==> src/rtl/display_pkg.sv <==
// Shared types and helpers for the multiplexed seven-segment scanner.
package display_pkg;

  typedef enum logic [1:0] {INIT, BLANK, ON} scan_state_t;

  localparam int unsigned MAX_PACKED_W = 256;
  localparam int unsigned MAX_DIGIT_W  = 32;

  // Extract digit k (w bits wide) from a packed, zero-extended digit vector.
  function automatic logic [MAX_DIGIT_W-1:0] digit_slice(
    input logic [MAX_PACKED_W-1:0] packed_val,
    input int unsigned             k,
    input int unsigned             w
  );
    logic [MAX_DIGIT_W-1:0] keep;
    keep = {MAX_DIGIT_W{1'b1}} >> (MAX_DIGIT_W - w);
    return MAX_DIGIT_W'(packed_val >> (k * w)) & keep;
  endfunction

endpackage

==> src/rtl/dwell_counter.sv <==
// Terminal-count dwell timer shared by the BLANK and ON phases of the scanner.
module dwell_counter #(
  parameter int unsigned CNT_W = 2
) (
  input  logic             clk,
  input  logic             reset,
  input  logic             clear,
  input  logic [CNT_W-1:0] limit,
  output logic             done
);

  logic [CNT_W-1:0] count;

  always_ff @(posedge clk) begin
    if (!reset) begin
      count <= '0;
    end else if (clear) begin
      count <= '0;
    end else begin
      count <= count + CNT_W'(1);
    end
  end

  // A phase of length L occupies counts 0 .. L-1.
  assign done = (count == limit - CNT_W'(1));

endmodule

==> src/rtl/display_mux_scanner.sv <==
// N-digit common-anode display scanner with blanking, per-digit mask and
// frame-coherent snapshot of the digit values.
module display_mux_scanner
  import display_pkg::*;
#(
  parameter int unsigned NUM_DIGITS   = 4,
  parameter int unsigned DIGIT_W      = 4,
  parameter int unsigned ON_CYCLES    = 2400,
  parameter int unsigned BLANK_CYCLES = 240
) (
  input  logic                          clk,
  input  logic                          reset,
  input  logic [NUM_DIGITS*DIGIT_W-1:0] digits_in,
  input  logic [NUM_DIGITS-1:0]         digit_mask,
  output logic [DIGIT_W-1:0]            digit_out,
  output logic [NUM_DIGITS-1:0]         anode_n,
  output logic [$clog2(NUM_DIGITS)-1:0] digit_idx,
  output logic                          frame_start
);

  localparam int unsigned IDX_W     = $clog2(NUM_DIGITS);
  localparam int unsigned PACKED_W  = NUM_DIGITS * DIGIT_W;
  localparam int unsigned MAX_DWELL = (ON_CYCLES > BLANK_CYCLES) ? ON_CYCLES : BLANK_CYCLES;
  localparam int unsigned CNT_W     = $clog2(MAX_DWELL + 1);
  localparam bit          NO_BLANK  = (BLANK_CYCLES == 0);

  scan_state_t           state;
  logic [IDX_W-1:0]      idx;
  logic [PACKED_W-1:0]   snap_val;
  logic [NUM_DIGITS-1:0] snap_mask;

  logic                  dwell_done;
  logic                  dwell_clear;
  logic [CNT_W-1:0]      dwell_limit;
  logic                  advance;
  logic                  wrap;
  logic [IDX_W-1:0]      nxt_idx;
  logic [PACKED_W-1:0]   nxt_val;
  logic [NUM_DIGITS-1:0] nxt_mask;

  function automatic logic [NUM_DIGITS-1:0] on_pattern(
    input logic [IDX_W-1:0]      k,
    input logic [NUM_DIGITS-1:0] m
  );
    return ~((NUM_DIGITS'(1) << k) & m);
  endfunction

  // Slot sequencing: leaving INIT behaves like wrapping past the last digit.
  always_comb begin
    advance     = (state == INIT) || ((state == ON) && dwell_done);
    wrap        = (state == INIT) || (idx == IDX_W'(NUM_DIGITS - 1));
    nxt_idx     = wrap ? '0 : idx + IDX_W'(1);
    nxt_val     = wrap ? digits_in : snap_val;
    nxt_mask    = wrap ? digit_mask : snap_mask;
    dwell_clear = (state == INIT) || dwell_done;
    dwell_limit = (state == BLANK) ? CNT_W'(BLANK_CYCLES) : CNT_W'(ON_CYCLES);
  end

  dwell_counter #(
    .CNT_W (CNT_W)
  ) u_dwell (
    .clk   (clk),
    .reset (reset),
    .clear (dwell_clear),
    .limit (dwell_limit),
    .done  (dwell_done)
  );

  always_ff @(posedge clk) begin
    if (!reset) begin
      state       <= INIT;
      idx         <= '0;
      snap_val    <= '0;
      snap_mask   <= '0;
      anode_n     <= '1;
      digit_out   <= '0;
      frame_start <= 1'b0;
    end else begin
      frame_start <= 1'b0;
      if (advance) begin
        idx       <= nxt_idx;
        digit_out <= DIGIT_W'(digit_slice(MAX_PACKED_W'(nxt_val), 32'(nxt_idx), DIGIT_W));
        if (wrap) begin
          snap_val    <= digits_in;
          snap_mask   <= digit_mask;
          frame_start <= 1'b1;
        end
        if (NO_BLANK) begin
          state   <= ON;
          anode_n <= on_pattern(nxt_idx, nxt_mask);
        end else begin
          state   <= BLANK;
          anode_n <= '1;
        end
      end else if ((state == BLANK) && dwell_done) begin
        state   <= ON;
        anode_n <= on_pattern(idx, snap_mask);
      end else if ((state != BLANK) && (state != ON)) begin
        state   <= INIT;
        anode_n <= '1;
      end
    end
  end

  assign digit_idx = idx;

endmodule

==> config.mk <==
export PLATFORM = sky130hd
export DESIGN_NAME = display_mux_scanner
export DESIGN_NICKNAME = d
export VERILOG_FILES = /design/src/rtl/display_pkg.sv /design/src/rtl/dwell_counter.sv /design/src/rtl/display_mux_scanner.sv
export SDC_FILE = /design/constraint.sdc
export NUM_CORES = 1
export LEC_CHECK = 0
export ABC_AREA = 1
export CAP_MARGIN = 20
export CORE_ASPECT_RATIO = 2
export CORE_MARGIN = 1
export CORE_UTILIZATION = 25
export CTS_CLUSTER_SIZE = 12
export DETAILED_ROUTE_END_ITERATION = 7
export PLACE_DENSITY = 0.53
export REMOVE_ABC_BUFFERS = 1
export SYNTH_ARGS = -nofsm -noshare
export SYNTH_HDL_FRONTEND = slang
export SYNTH_SLANG_ARGS = --single-unit
==> constraint.sdc <==
create_clock -name clk -period 2.3 [get_ports clk]
set_clock_uncertainty 0.2 [all_clocks]
set_input_delay 0.345 -clock clk [delete_from_list [all_inputs] [get_ports clk]]
set_output_delay 0.345 -clock clk [all_outputs]
set_load 0.01 [all_outputs]
# After elaboration in Yosys (flattened, before gate mapping)
# Cells that the tools add are included.
dict set report classes {
  bitwise 3
  n_shift 2
  n_reduce_logical 13
  eq_ne 6
  muxes 9
  addsub 3
}
# op count
set ops {}
lappend ops {{16-bit 2-to-1 mux} 1}
lappend ops {{16-bit by 4-bit right shift with 4-bit output} 1}
lappend ops {{12-bit by 1-bit adder with 12-bit output (second input constant)} 1}
lappend ops {{12-bit == test} 1}
lappend ops {{12-bit 2-to-1 mux} 1}
lappend ops {{12-bit by 1-bit subtractor with 12-bit output (second input constant)} 1}
lappend ops {{4-bit 2-to-1 mux} 2}
lappend ops {{2-bit 2-to-1 mux} 3}
lappend ops {{4-bit bitwise AND} 1}
lappend ops {{2-bit == test (second input constant)} 2}
lappend ops {{4-bit NOT} 1}
lappend ops {{2-bit AND reduction} 2}
lappend ops {{2-bit OR reduction} 2}
lappend ops {{1-bit by 2-bit left shift with 4-bit output (first input constant)} 1}
lappend ops {{1-bit logical AND} 3}
lappend ops {{1-bit logical OR} 3}
lappend ops {{3-bit nonzero test} 1}
lappend ops {{2-bit by 1-bit adder with 2-bit output (second input constant)} 1}
lappend ops {{2-bit by 1-bit == test with 1-bit output (second input constant)} 1}
lappend ops {{2-bit logical NOT} 1}
lappend ops {{1-bit 2-to-1 mux} 2}
lappend ops {{2-bit by 1-bit != test with 1-bit output (second input constant)} 1}
lappend ops {{2-bit != test (second input constant)} 1}
lappend ops {{2-bit nonzero test} 1}
lappend ops {{1-bit NOT} 1}
dict set report totals {
  inputBits 22
  ff_bits 45
}

# Depth between registers and ports, before layout
dict set report logic_depth {
  depth_word 7
  depth_mapped 13
}

# Hierarchy
# From an unflattened synthesis, not the netlist that was laid out.
dict set report hier_totals {
  cells_unflattened 366
  hier_area_um2 2483.6
}
# module area_each_um2 cells_per_inst instances
set by_module_without_submodules {}
lappend by_module_without_submodules {display_mux_scanner 1530.2 215 1}
lappend by_module_without_submodules {dwell_counter 953.4 151 1}

# Worst setup path before layout
# No wires, ideal clock.
dict set report synth_path {
  path_type {reg-to-reg}
  from {register state[1]}
  to {register idx[0] (netlist: digit_idx[0])}
  path_buffers 1
  path_stages_with_launch 12
  setup_slack_ns 0.530
  setup_ns 0.130
  synth_period_minus_slack_ns 1.770
  arrival_time_ns 1.440
  path_cell_list {dfxtp_1 inv_1 ha_1 inv_1 nand2_1 nand2_1 nand2_1 nor2_4 nand3_2 nand2_2 buf_4 o22ai_2}
}
dict set report synth_between {
  elab_chain_cells 6
  word_cells_on_any_way 10
}
# item line
set synth_rtl {}
lappend synth_rtl {{start: declaration} display_mux_scanner.sv:27} ;# scan_state_t state;
lappend synth_rtl {{start signal: assignment} display_mux_scanner.sv:71} ;# state <= INIT;
lappend synth_rtl {{start signal: assignment} display_mux_scanner.sv:89} ;# state <= ON;
lappend synth_rtl {{start signal: assignment} display_mux_scanner.sv:92} ;# state <= BLANK;
lappend synth_rtl {{2-bit by 1-bit == test with 1-bit output} display_mux_scanner.sv:56} ;# dwell_limit = (state == BLANK) ? CNT_W'(BLANK_CYCLES) : CNT_W'(ON_CYCLES);
lappend synth_rtl {{12-bit 2-to-1 mux} display_mux_scanner.sv:56}
lappend synth_rtl {{12-bit by 1-bit subtractor with 12-bit output} dwell_counter.sv:25} ;# assign done = (count == limit - CNT_W'(1));
lappend synth_rtl {{12-bit == test} dwell_counter.sv:25}
lappend synth_rtl {{1-bit logical AND} display_mux_scanner.sv:50} ;# advance = (state == INIT) || ((state == ON) && dwell_done);
lappend synth_rtl {{1-bit logical OR} display_mux_scanner.sv:50}
lappend synth_rtl {{end signal: assignment} display_mux_scanner.sv:81} ;# idx <= nxt_idx;
lappend synth_rtl {{end: declaration} display_mux_scanner.sv:28} ;# logic [IDX_W-1:0] idx;
# Parallel ways exist; a longest one is shown, timed or not.
# A chain may end at the register's enable or synchronous reset.

# Worst setup path after layout
dict set report layout_path {
  from {register state[1]}
  to {register snap_val[8]}
}
dict set report layout_between {
  elab_chain_cells 6
  word_cells_on_any_way 10
}
# item line
set layout_rtl {}
lappend layout_rtl {{2-bit by 1-bit == test with 1-bit output} display_mux_scanner.sv:56}
lappend layout_rtl {{12-bit 2-to-1 mux} display_mux_scanner.sv:56}
lappend layout_rtl {{12-bit by 1-bit subtractor with 12-bit output} dwell_counter.sv:25}
lappend layout_rtl {{12-bit == test} dwell_counter.sv:25}
lappend layout_rtl {{1-bit logical AND} display_mux_scanner.sv:50}
lappend layout_rtl {{1-bit logical OR} display_mux_scanner.sv:50}
lappend layout_rtl {{end signal: assignment} display_mux_scanner.sv:84} ;# snap_val <= digits_in;
lappend layout_rtl {{end: declaration} display_mux_scanner.sv:29} ;# logic [PACKED_W-1:0] snap_val;
# Parallel ways exist; a longest one is shown, timed or not.

==> Implementation_results.wiki <==
{| class="wikitable"
! Metric !! Value
|-
| H-tree depth reported by CTS || 2
|-
| Count of unresolved DRC violations after routing || 0
|-
| Most common cell type on the critical path || nand2_1
|-
| # diodes || 0
|-
| IR drop worst, VDD || 0.316 mV
|-
| Outcome || finished clean
|-
| Num ports || 33
|-
| Most common library cell in the layout ignoring fill and taps || nand2_1
|-
| Leading cell types in the layout, fill and taps excluded || 66 x nand2_1, 45 x dfxtp_1, 37 x inv_1
|-
| Buffer levels on the longest clock path || 2
|-
| Static Leak || 1.12 nW
|-
| Number of I/O port buffers || 32
|-
| Count of instances resized after the clock tree is built || 0
|-
| Slew at the pin closest to its max-slew limit || 409 ps
|-
| Arrival time worst endpoint || 2050 ps
|-
| Antenna violations before repair || 0
|-
| Number of enable flip-flop cells after synthesis || 0
|-
| Number of synthesized register bits || 45
|-
| Async set-reset flop share out of synthesis || 0%
|-
| Tmin final || 2020 ps
|-
| YS warnings || 0
|-
| Starting Density || 26.0%
|-
| Wire length after detailed routing || 5570 um
|-
| Vias in the first global route || 2,055
|-
| Total congestion overflow || 0
|-
| Post-route design area || 2840 um2
|-
| Setup Buffers After CTS || 0
|-
| Clock insertion delay at the later pin of the skew report || 290 ps
|-
| Summed instance area of the synthesized netlist || 2250 um2
|-
| CP Data Required Time || 2320 ps
|-
| Startpoint types || flip-flop
|-
| Largest stage delay on the critical path || 360 ps
|-
| Vert. Die Dim || 136 um
|-
| Clock Sink Count || 45
|-
| Final Hold Vio Count || 0
|-
| Slew Limit Headroom || 72.7%
|-
| Sequential fraction of the synthesis area || 40.1%
|-
| Detailed Place HPWL || 4260 um
|-
| 1st-iter DRT viols || 83
|-
| Sequential cell area || 901 um2
|-
| Worst min path class || flip-flop to flip-flop
|-
| Final setup violation count || 0
|-
| Total area of multi-input combinational cells || 1130 um2
|-
| Per-instance average area after synthesis || 7.40 um2
|-
| Clock tree root driver cell || clkbuf_16
|-
| Clock buffer count from CTS || 5
|-
| Crit Path Category || flip-flop to flip-flop
|-
| Number of pins with negative max-slew slack in the final report || 0
|-
| Wire length of the first global-routing pass || 9450 um
|-
| Fill cell count || 940
|-
| Unrepaired setup endpoints after global routing || false
|-
| Die Footprint || 9400 um2
|-
| Area overhead of the layout relative to synthesis || 26.3%
|-
| Placement Rows || 48
|-
| Combined global-route utilization of all metal layers || 13.0%
|-
| Placed standard-cell area || 2660 um2
|-
| Critical path endpoint category || flip-flop
|-
| Critical-path cell with the highest stage delay || dfxtp_1
|-
| Cell-by-cell listing of the critical path || inv_1, ha_1, inv_1, nand2_1, nand2_1, nand2_1, nor2_4, nand3_2, nand2_8, nand2_4, o21ai_0
|-
| Last weighted congestion value of the routability-driven placer || 0.794
|-
| Setup TNS Final || 0 ps
|-
| Routed length per instance || 12.7 um
|-
| Power density normalized to cell area || 748 nW/um2
|-
| Most used flip-flop cell after synthesis || dfxtp_1
|-
| Number of nets with antenna violations after routing || 0
|-
| Cell family contributing the most delay on the critical path || simple AND/OR/NAND/NOR gates
|-
| TritonCTS clock tree || yes
|-
| Number of library cell types mapped by synthesis || 29
|-
| Achievable frequency || 0.494 GHz
|-
| Clk slew on worst S/H paths || 70 ps
|-
| Share of the cycle needed by the critical path after routing || 88.0%
|-
| Via density || 4.62
|-
| Via count || 2,024
|-
| Iteration count of the initial detailed-routing pass || 4
|-
| Highest fanout seen on the critical path || 17
|-
| Number of nets in the finished design || 367
|-
| Maximum number of pins on one net before global-route repair || 25
|-
| Die extent in x || 69.1 um
|-
| Max-capacitance violation count || 0
|-
| Fraction of final layout cells with drive strength greater than 1 || 11.2%
|-
| Bufs and invs on worst path || 2
|-
| Cell count after synthesis || 304
|-
| Placeable core region || 8650 um2
|-
| Hold Buf Count CTS || 0
|}
[cell usage after synthesis (2+ instances only)]
master     n  area share (%)
nor2_4     2             1.0
nand3_2    3             1.3
dfxtp_1   45              40
o22ai_2    8             4.5
nand2_4    2             1.0
nand3_1   32             7.1
o21ai_1    6             1.3
nor3b_1    2            0.67
clkbuf_1   2            0.33
ha_1       8             4.5
nor3_1     4            0.89
xor2_1     3             1.2
nor2_2     3            0.83
buf_6      3             1.5
or2_2      2            0.56
buf_2      4            0.89
a21oi_1   10             2.2
o21ai_0   30             6.7
nor2_1    20             3.3
inv_1     37             6.2
nand2_1   66              11
o22ai_1    2            0.56
inv_2      4            0.67
[through the flow]
| step | power, mW | instances | util [%] | worst slack (ps) | hold WS (ps) |
|---|---|---|---|---|---|
| after global routing | 2.24 | 438 | 32.8 | 36.5 | 272 |
| after global placement | 1.28 | 430 | 30.7 | 254 | 228 |
| after CTS | 2.15 | 438 | 32.7 | 189 | 251 |
| final | 2.12 | 438 | 32.8 | 275 | 247 |
| after floorplan | 1.13 | 294 | - | 348 | 218 |
| after detailed placement | 1.29 | 430 | 30.7 | 216 | 235 |
[flip-flops by register name, summed over array words and instances, names as in the netlist]
register / count
digit_idx: 2
state: 2
u_dwell.count: 12
snap_mask: 4
anode_n: 4
digit_out: 4
snap_val: 16
frame_start: 1
[routing by layer]
layer  track usage (%)  vias to the layer above  routed length (um)
met5                 0                        -                   0
met1              12.3                      931                2130
met4              6.46                        0                  92
met2              25.6                       36                3160
li1                  -                     1049                   -
met3              2.82                        8                 193
[where the power goes]
part / switching, mW / internal (mW)
clock: 0.315 / 0.543
sequential: 0.0311 / 0.844
combinational: 0.227 / 0.164
[kinds of logic (layout without fill, tap and decap cells)]
logic type      count (synthesis)  count (layout)  synth area share [%]
simple gates                  138             138                  28.3
compound gates                 58              58                  15.9
buf+inv                        52              86                  10.1
flops                          45              45                  40.1
fa+ha+maj                       8               8                  4.45
xor+xnor                        3               3                  1.17
[area by class of cell]
cell class / instances / share of cell area (%)
multi-input cells: 207 / 39.8
flip-flops and latches: 45 / 31.7
repair buffers: 36 / 12.3
inverters: 42 / 5.55
clock buffers: 6 / 4.89
well taps: 100 / 4.41
clock inverters: 2 / 1.32
[final timing paths]
path / from / end / slack [ps] / depth (start not counted)
setup / recovery: state[1] / snap_val[8] / 280 / 11
hold / removal: u_dwell.count[0] / u_dwell.count[0] / 250 / 1
setup reg to reg: state[1] / snap_val[8] / 280 / 11
hold reg to reg: u_dwell.count[0] / u_dwell.count[0] / 250 / 1
No activity file was read; power rests on OpenSTA's default activity.
